<file path="src/rtl/datapath_unit.sv">
// datapath_unit: register file, data memory and ALU executing the control
// unit's decoded controls. Register and memory contents are observable only.
module datapath_unit #(
  parameter int DATA_W  = 16,
  parameter int DMEM_AW = 8
) (
  input  logic               Clk,
  input  logic               Reset,
  input  logic [DMEM_AW-1:0] D_addr,
  input  logic               D_wr,
  input  logic               RF_WenA,
  input  logic               RF_WenB,
  input  logic [3:0]         RF_Ra_addr,
  input  logic [3:0]         RF_Rb_addr,
  input  logic [2:0]         ALU_S,
  output logic [DATA_W-1:0]  Ra_data,
  output logic [DATA_W-1:0]  Rb_data,
  output logic [DATA_W-1:0]  Mem_q,
  output logic [DATA_W-1:0]  ALU_Out,
  output logic               Zero
);

  localparam int DMEM_DEPTH = 1 << DMEM_AW;

  logic [DATA_W-1:0] reg_file [16];
  logic [DATA_W-1:0] data_mem [DMEM_DEPTH];
  logic [DATA_W-1:0] alu_result;

  // Both read ports are zero-latency so the ALU sees operands in the same cycle.
  assign Ra_data = reg_file[RF_Ra_addr];
  assign Rb_data = reg_file[RF_Rb_addr];

  // ALU function decode; arithmetic wraps modulo 2^DATA_W with no carry out.
  always_comb begin
    alu_result = '0;
    case (ALU_S)
      3'b000:  alu_result = Ra_data;
      3'b001:  alu_result = Ra_data + Rb_data;
      3'b010:  alu_result = Ra_data - Rb_data;
      3'b011:  alu_result = Ra_data & Rb_data;
      3'b100:  alu_result = Ra_data | Rb_data;
      3'b101:  alu_result = Ra_data ^ Rb_data;
      3'b110:  alu_result = ~Ra_data;
      default: alu_result = '0;
    endcase
  end

  // Register file writes; the ALU path is assigned last so it wins an address collision.
  always_ff @(posedge Clk or negedge Reset) begin
    if (!Reset) begin
      for (int i = 0; i < 16; i++) begin
        reg_file[i] <= '0;
      end
    end else begin
      if (RF_WenA) begin
        reg_file[RF_Ra_addr] <= Mem_q;
      end
      if (RF_WenB) begin
        reg_file[RF_Rb_addr] <= alu_result;
      end
    end
  end

  // Data memory storage is never cleared, so it stays a plain RAM array.
  always_ff @(posedge Clk) begin
    if (D_wr) begin
      data_mem[D_addr] <= Ra_data;
    end
  end

  // Synchronous read port; a write to the same address returns the old word.
  always_ff @(posedge Clk or negedge Reset) begin
    if (!Reset) begin
      Mem_q <= '0;
    end else begin
      Mem_q <= data_mem[D_addr];
    end
  end

  // ALU result registers every cycle; the zero flag only tracks results written back.
  always_ff @(posedge Clk or negedge Reset) begin
    if (!Reset) begin
      ALU_Out <= '0;
      Zero    <= 1'b0;
    end else begin
      ALU_Out <= alu_result;
      if (RF_WenB) begin
        Zero <= (alu_result == '0);
      end
    end
  end

endmodule

</file>
<file path="config.mk">
export PLATFORM = sky130hd
export DESIGN_NAME = datapath_unit
export DESIGN_NICKNAME = d
export VERILOG_FILES = /design/src/rtl/datapath_unit.sv
export SDC_FILE = /design/constraint.sdc
export NUM_CORES = 2
export LEC_CHECK = 0
export CAP_MARGIN = 15
export CORE_ASPECT_RATIO = 0.9
export CORE_MARGIN = 2
export CORE_UTILIZATION = 40
export DETAILED_ROUTE_END_ITERATION = 6
export PLACE_DENSITY = 0.59
export SLEW_MARGIN = 20
export SYNTH_ARGS = -nofsm -noshare
export SYNTH_HDL_FRONTEND = slang
export SYNTH_SLANG_ARGS = --single-unit
</file>
<file path="constraint.sdc">
create_clock -name Clk -period 13.8 [get_ports Clk]
set_input_delay 2.76 -clock Clk [delete_from_list [all_inputs] [get_ports Clk]]
set_output_delay 2.76 -clock Clk [all_outputs]
set_load 0.01 [all_outputs]
</file>
Yosys cells after proc, flatten, opt, wreduce, memory -nomap -nowiden:

Memory sizes are Yosys's and may differ from the RTL's. A register that Yosys moved wholly into a read port is not among the register bits.
Index checks and enable logic that the tools add are counted.

* muxes and demuxes: 17
* eq/ne operators: 6
* $add $sub $neg: 2
* bitwise gates (word level): 6
* $lt $le $gt $ge: 4
* reduce and logical (&&, ||, !) cells: 5

Operators by type and width (count)
* 256-bit bitwise mux: 2
* 256-bit 2-to-1 mux: 2
* 16-bit binary-select mux with 4-bit select: 2
* 16-bit demux with 4-bit select: 2
* 16-bit one-hot mux with 7 select lines: 1
* 16-bit 2-to-1 mux: 6
* 16-bit adder: 1
* 16-bit bitwise AND: 1
* 16-bit logical NOT: 1
* 16-bit NOT: 1
* 16-bit bitwise OR: 1
* 16-bit subtractor: 1
* 16-bit XOR: 1
* 5-bit >= comparator, second input constant: 2
* 5-bit by 1-bit less-than comparator with 1-bit output, second input constant: 2
* 4-bit NOT with 5-bit output: 2
* 3-bit equality test, second input constant: 3
* 3-bit by 2-bit equality test with 1-bit output, second input constant: 2
* 3-bit by 1-bit equality test with 1-bit output, second input constant: 1
* 3-bit logical NOT: 1
* 1-bit logical AND: 2
* 1-bit 2-to-1 mux: 2
* 1-bit logical NOT: 1

* register bits: 273
* bits in writable memories: 4096
* word-level logic and storage cells: 59
* input port bits: 24
* memories kept: 1

Memory list
* data_mem: depth 256, width 16, rd ports 1, clocked after Yosys merged registers in 1, wr ports 1, RTL line 26 `logic [DATA_W-1:0] data_mem [DMEM_DEPTH];`

Longest topological paths before layout:

* word-level depth: 9
* depth in mapped cells: 24
* mapped depth without buffers: 19

Worst setup path before layout:

Ideal clock, no wire load.

* kind: input to register
* start: input port RF_Ra_addr[0]
* end: register Zero
* setup slack: 3.518 ns
* stages on the path: 16
* data arrival time: 10.200 ns
* path buffers: 3
* library setup time: 0.082 ns
* cells stage by stage: buf_2 buf_2 buf_2 mux4_2 a22oi_1 nand2_1 fa_1 a211oi_1 o21bai_1 o21ai_0 o21ai_0 a211oi_1 o2111ai_1 and4b_1 nand4b_1 o22ai_1

* word-level cells in the longest chain between the ends: 7

RTL lines
* start, declared: RTL line 13 `input logic [3:0] RF_Ra_addr,`
* 4-bit NOT with 5-bit output (not written as such) (*): RTL line 30 `assign Ra_data = reg_file[RF_Ra_addr];`
* 16-bit binary-select mux with 4-bit select (*): RTL line 30
* 16-bit 2-to-1 mux (not written as such) (*) (2 in a row): RTL line 30
* via Ra_data[1]: RTL line 16 `output logic [DATA_W-1:0] Ra_data,`
* 16-bit subtractor, or another cell as far along: RTL line 39 `3'b010: alu_result = Ra_data - Rb_data;`
* 16-bit one-hot mux with 7 select lines (*): RTL line 36 `case (ALU_S)`
* 16-bit logical NOT (*): RTL line 88 `Zero <= (alu_result == '0);`
* end signal, assigned: RTL line 88
* end, declared: RTL line 20 `output logic Zero`

Mark *: on every way through the listed nets, which the timed path passes. The rest lies on a longest branch. The select of a mux whose other input is x is not followed.
A chain may end at the register's enable or synchronous reset.

Worst setup path in the final report:

* start: input port RF_Ra_addr[0]
* end: output port Ra_data[0]

* word-level cells in the longest chain between the ends: 4

RTL lines (RTL line)
* 4-bit NOT with 5-bit output (not written as such): 30
* 16-bit binary-select mux with 4-bit select: 30
* 16-bit 2-to-1 mux (not written as such) (2 in a row): 30
* end, declared: 16

No other way between the ends. The select of a mux whose other input is x is not followed.

==> results.yml <==
outcome:
  status: "finished, final reports clean"
timing:
  fin_hold_ws_ns: 0.604
  fmax_mhz: 107
  finalSetupTns_ns: 0
  final_max_slew_viol_count: 0
  finalHoldViolCount: 0
  relSlewSlack_pct: 18.2
  rsz0062_at_grt: "false"
  fin_crit_sh_pct: 67.8
  clock_skew_ns: 0.0765
  period_needed_ns: 9.35
  finalSetupViolations: 0
  worst_slew_pin_slew_ns: 1.21
layout:
  mostFrequentLayoutCell: "edfxtp_1"
  area_delta_synth_final_pct: 13.7
  instances_no_fill: 14800
  layout_common_cells: "4096 x edfxtp_1, 1418 x mux4_2, 434 x clkbuf_16"
  layout-drive-gt1-share_pct: 31.9
  layout.nets: 8683
place:
  portBuffers: 88
  place.gp.congestion: 0.895
  dpl.hpwl_mm: 297
  place_inst: 14000
setup_path:
  crit_fanout: 94
  crit_path_end_kind: "output port"
  critPathLaunchType: "input port"
  reg2regPathDepth: 18
  cp_data_required_time_ns: 11.04
  path_class: "in -> out"
  critPathArrivalTime_ns: 6.59
clock_tree:
  cts_tree: "built"
  htreeDepth: 5
  ctsHoldBuffers: 0
  clk_path_buf_depth: 4
  clk_pin_slew_ns: 0.06
  numCtsBuffers: 430
  cts_resized: 0
  clock-sinks: 4385
  cts-root-buf: "clkbuf_16"
  post_cts_buffers: 0
  clock_latency_ns: 1.05
global_route:
  grt_max_degree: 177
  grt_remaining_overflow: 0
  track_usage_pct: 22.3
  grt_antenna_before_repair: 34
  grt_pass1_wl_mm: 702
  grt_pass1_vias: 89200
floorplanning:
  die_x_microns: 703
  die_y_microns: 633
  ios: 89
  initial_utilization_pct: 40.3
  dieArea_sq_mm: 0.445
  num_rows: 230
  core_area_sq_mm: 0.437
yosys:
  synth-seq-cells: 4385
  yosysWarnings: 0
  synth_seq_area_share_pct: 74.1
  syn_area_sq_mm: 0.176
  synthArstFlopShare_pct: 6.59
  syn_nets: 8266
  synth_edf_count: 4096
  synth_area_per_cell_sq_um: 21.5
  ys_types: 78
  synth_ff_type: "edfxtp_1"
  synthCells: 8192
power_and_ir_drop:
  p_per_area_mw_per_mm2: 162
  power_w: 0.0323
  peakVddDrop_v: 0.000127
  cellLeakagePower_nw: 63.4
detailed_routing:
  viasPerCell: 6.05
  wl_mm: 501
  wl_per_cell_microns: 33.9
  first_pass_iters: 6
  drc: 0
  drtIter0Drc: 12500
  vias: 89400
  drtAntennaViolNets: 0
min_path:
  min_path_cells: 2
  hold_path_class: "reg -> reg"
flow_run:
  max-cap-violations: 0
==> cells by family after synthesis <==
group	share of synthesized area [%]
xor gates and xnor gates	0.110
DFF	74.1
adders and majority gates	0.360
and+or+nand+nor	2.20
AOI/OAI and AO/OA	2.08
muxes	19.8
buffers and inverters	1.39
==> Yosys cell counts, drive strengths merged (15+ instances only) <==
master	n	area share [%]
edfxtp	4096	70
mux4	1425	18
and3	16	0.057
a22oi	56	0.24
inv	52	0.11
ha	49	0.35
xnor2	18	0.090
dfrtp	289	4.1
a211oi	55	0.23
a32oi	17	0.085
nor2b	63	0.22
mux2	36	0.23
nor2	373	0.80
buf	235	0.63
o211ai	15	0.064
a21oi	176	0.52
mux2i	228	1.3
nand2	262	0.56
clkbuf	299	0.64
o21ai	164	0.47
nor3	46	0.14
nand3	47	0.14
==> layout make-up <==
class                      count  area (sq um)
tap                         5800          7260
clock inverter               266          2240
timing repair buffer         519          4420
multi-input combinational   3217         44200
inverter                      56           265
sequential                  4385        130000
antenna                       13          32.5
fill                       36000        237000
clock buffer                 526         11400
==> flip-flops by register name, summed over array words and instances, names as in the netlist <==
| name | cells |
|---|---|
| ALU_Out | 16 |
| Mem_q | 16 |
| Zero | 1 |
| data_mem | 4096 |
| reg_file | 256 |
==> power by group <==
part | internal (W) | switching [W] | total [W]
combinational | 0.00135 | 0.00309 | 0.00443
clock | 0.00635 | 0.00509 | 0.0114
sequential | 0.0161 | 0.000379 | 0.0165
==> through the flow <==
step	setup WS [ns]	util, %	instance area, sq um
floorplan	3.52	-	176000
global placement	4.43	42.6	186000
detailed placement	4.43	42.6	186000
CTS	4.43	45.7	200000
global route	4.20	45.8	200000
finish	4.45	45.8	200000
==> critical path, cell delays in order <==
cell             delay [ns]
buf_4                  0.46
buf_4                  0.65
mux4_2                 0.58
mux2_2                 0.30
o21ai_0                0.74
inv_8                  0.40
clkdlybuf4s50_1        0.65
==> path summary, 6_finish.rpt <==
path                                from           end  slack (ns)
hold / removal              reg_file[68]  reg_file[68]        0.60
hold reg to reg             reg_file[68]  reg_file[68]        0.60
setup reg to reg           reg_file[177]          Zero        8.00
setup / recovery           RF_Ra_addr[0]    Ra_data[0]        4.45
min in group asynchronous          Reset   ALU_Out[14]        1.76
max in group asynchronous          Reset   ALU_Out[10]       10.06
==> per-layer routing <==
metal | global-route usage, % | vias up | wire [microns]
met5 | 0 | - | 56
li1 | - | 35300 | -
met1 | 32.5 | 48800 | 207000
met4 | 7.41 | 8 | 18600
met3 | 4.04 | 917 | 45500
met2 | 34.2 | 4454 | 230000
No activity file was read; power rests on OpenSTA's default activity.
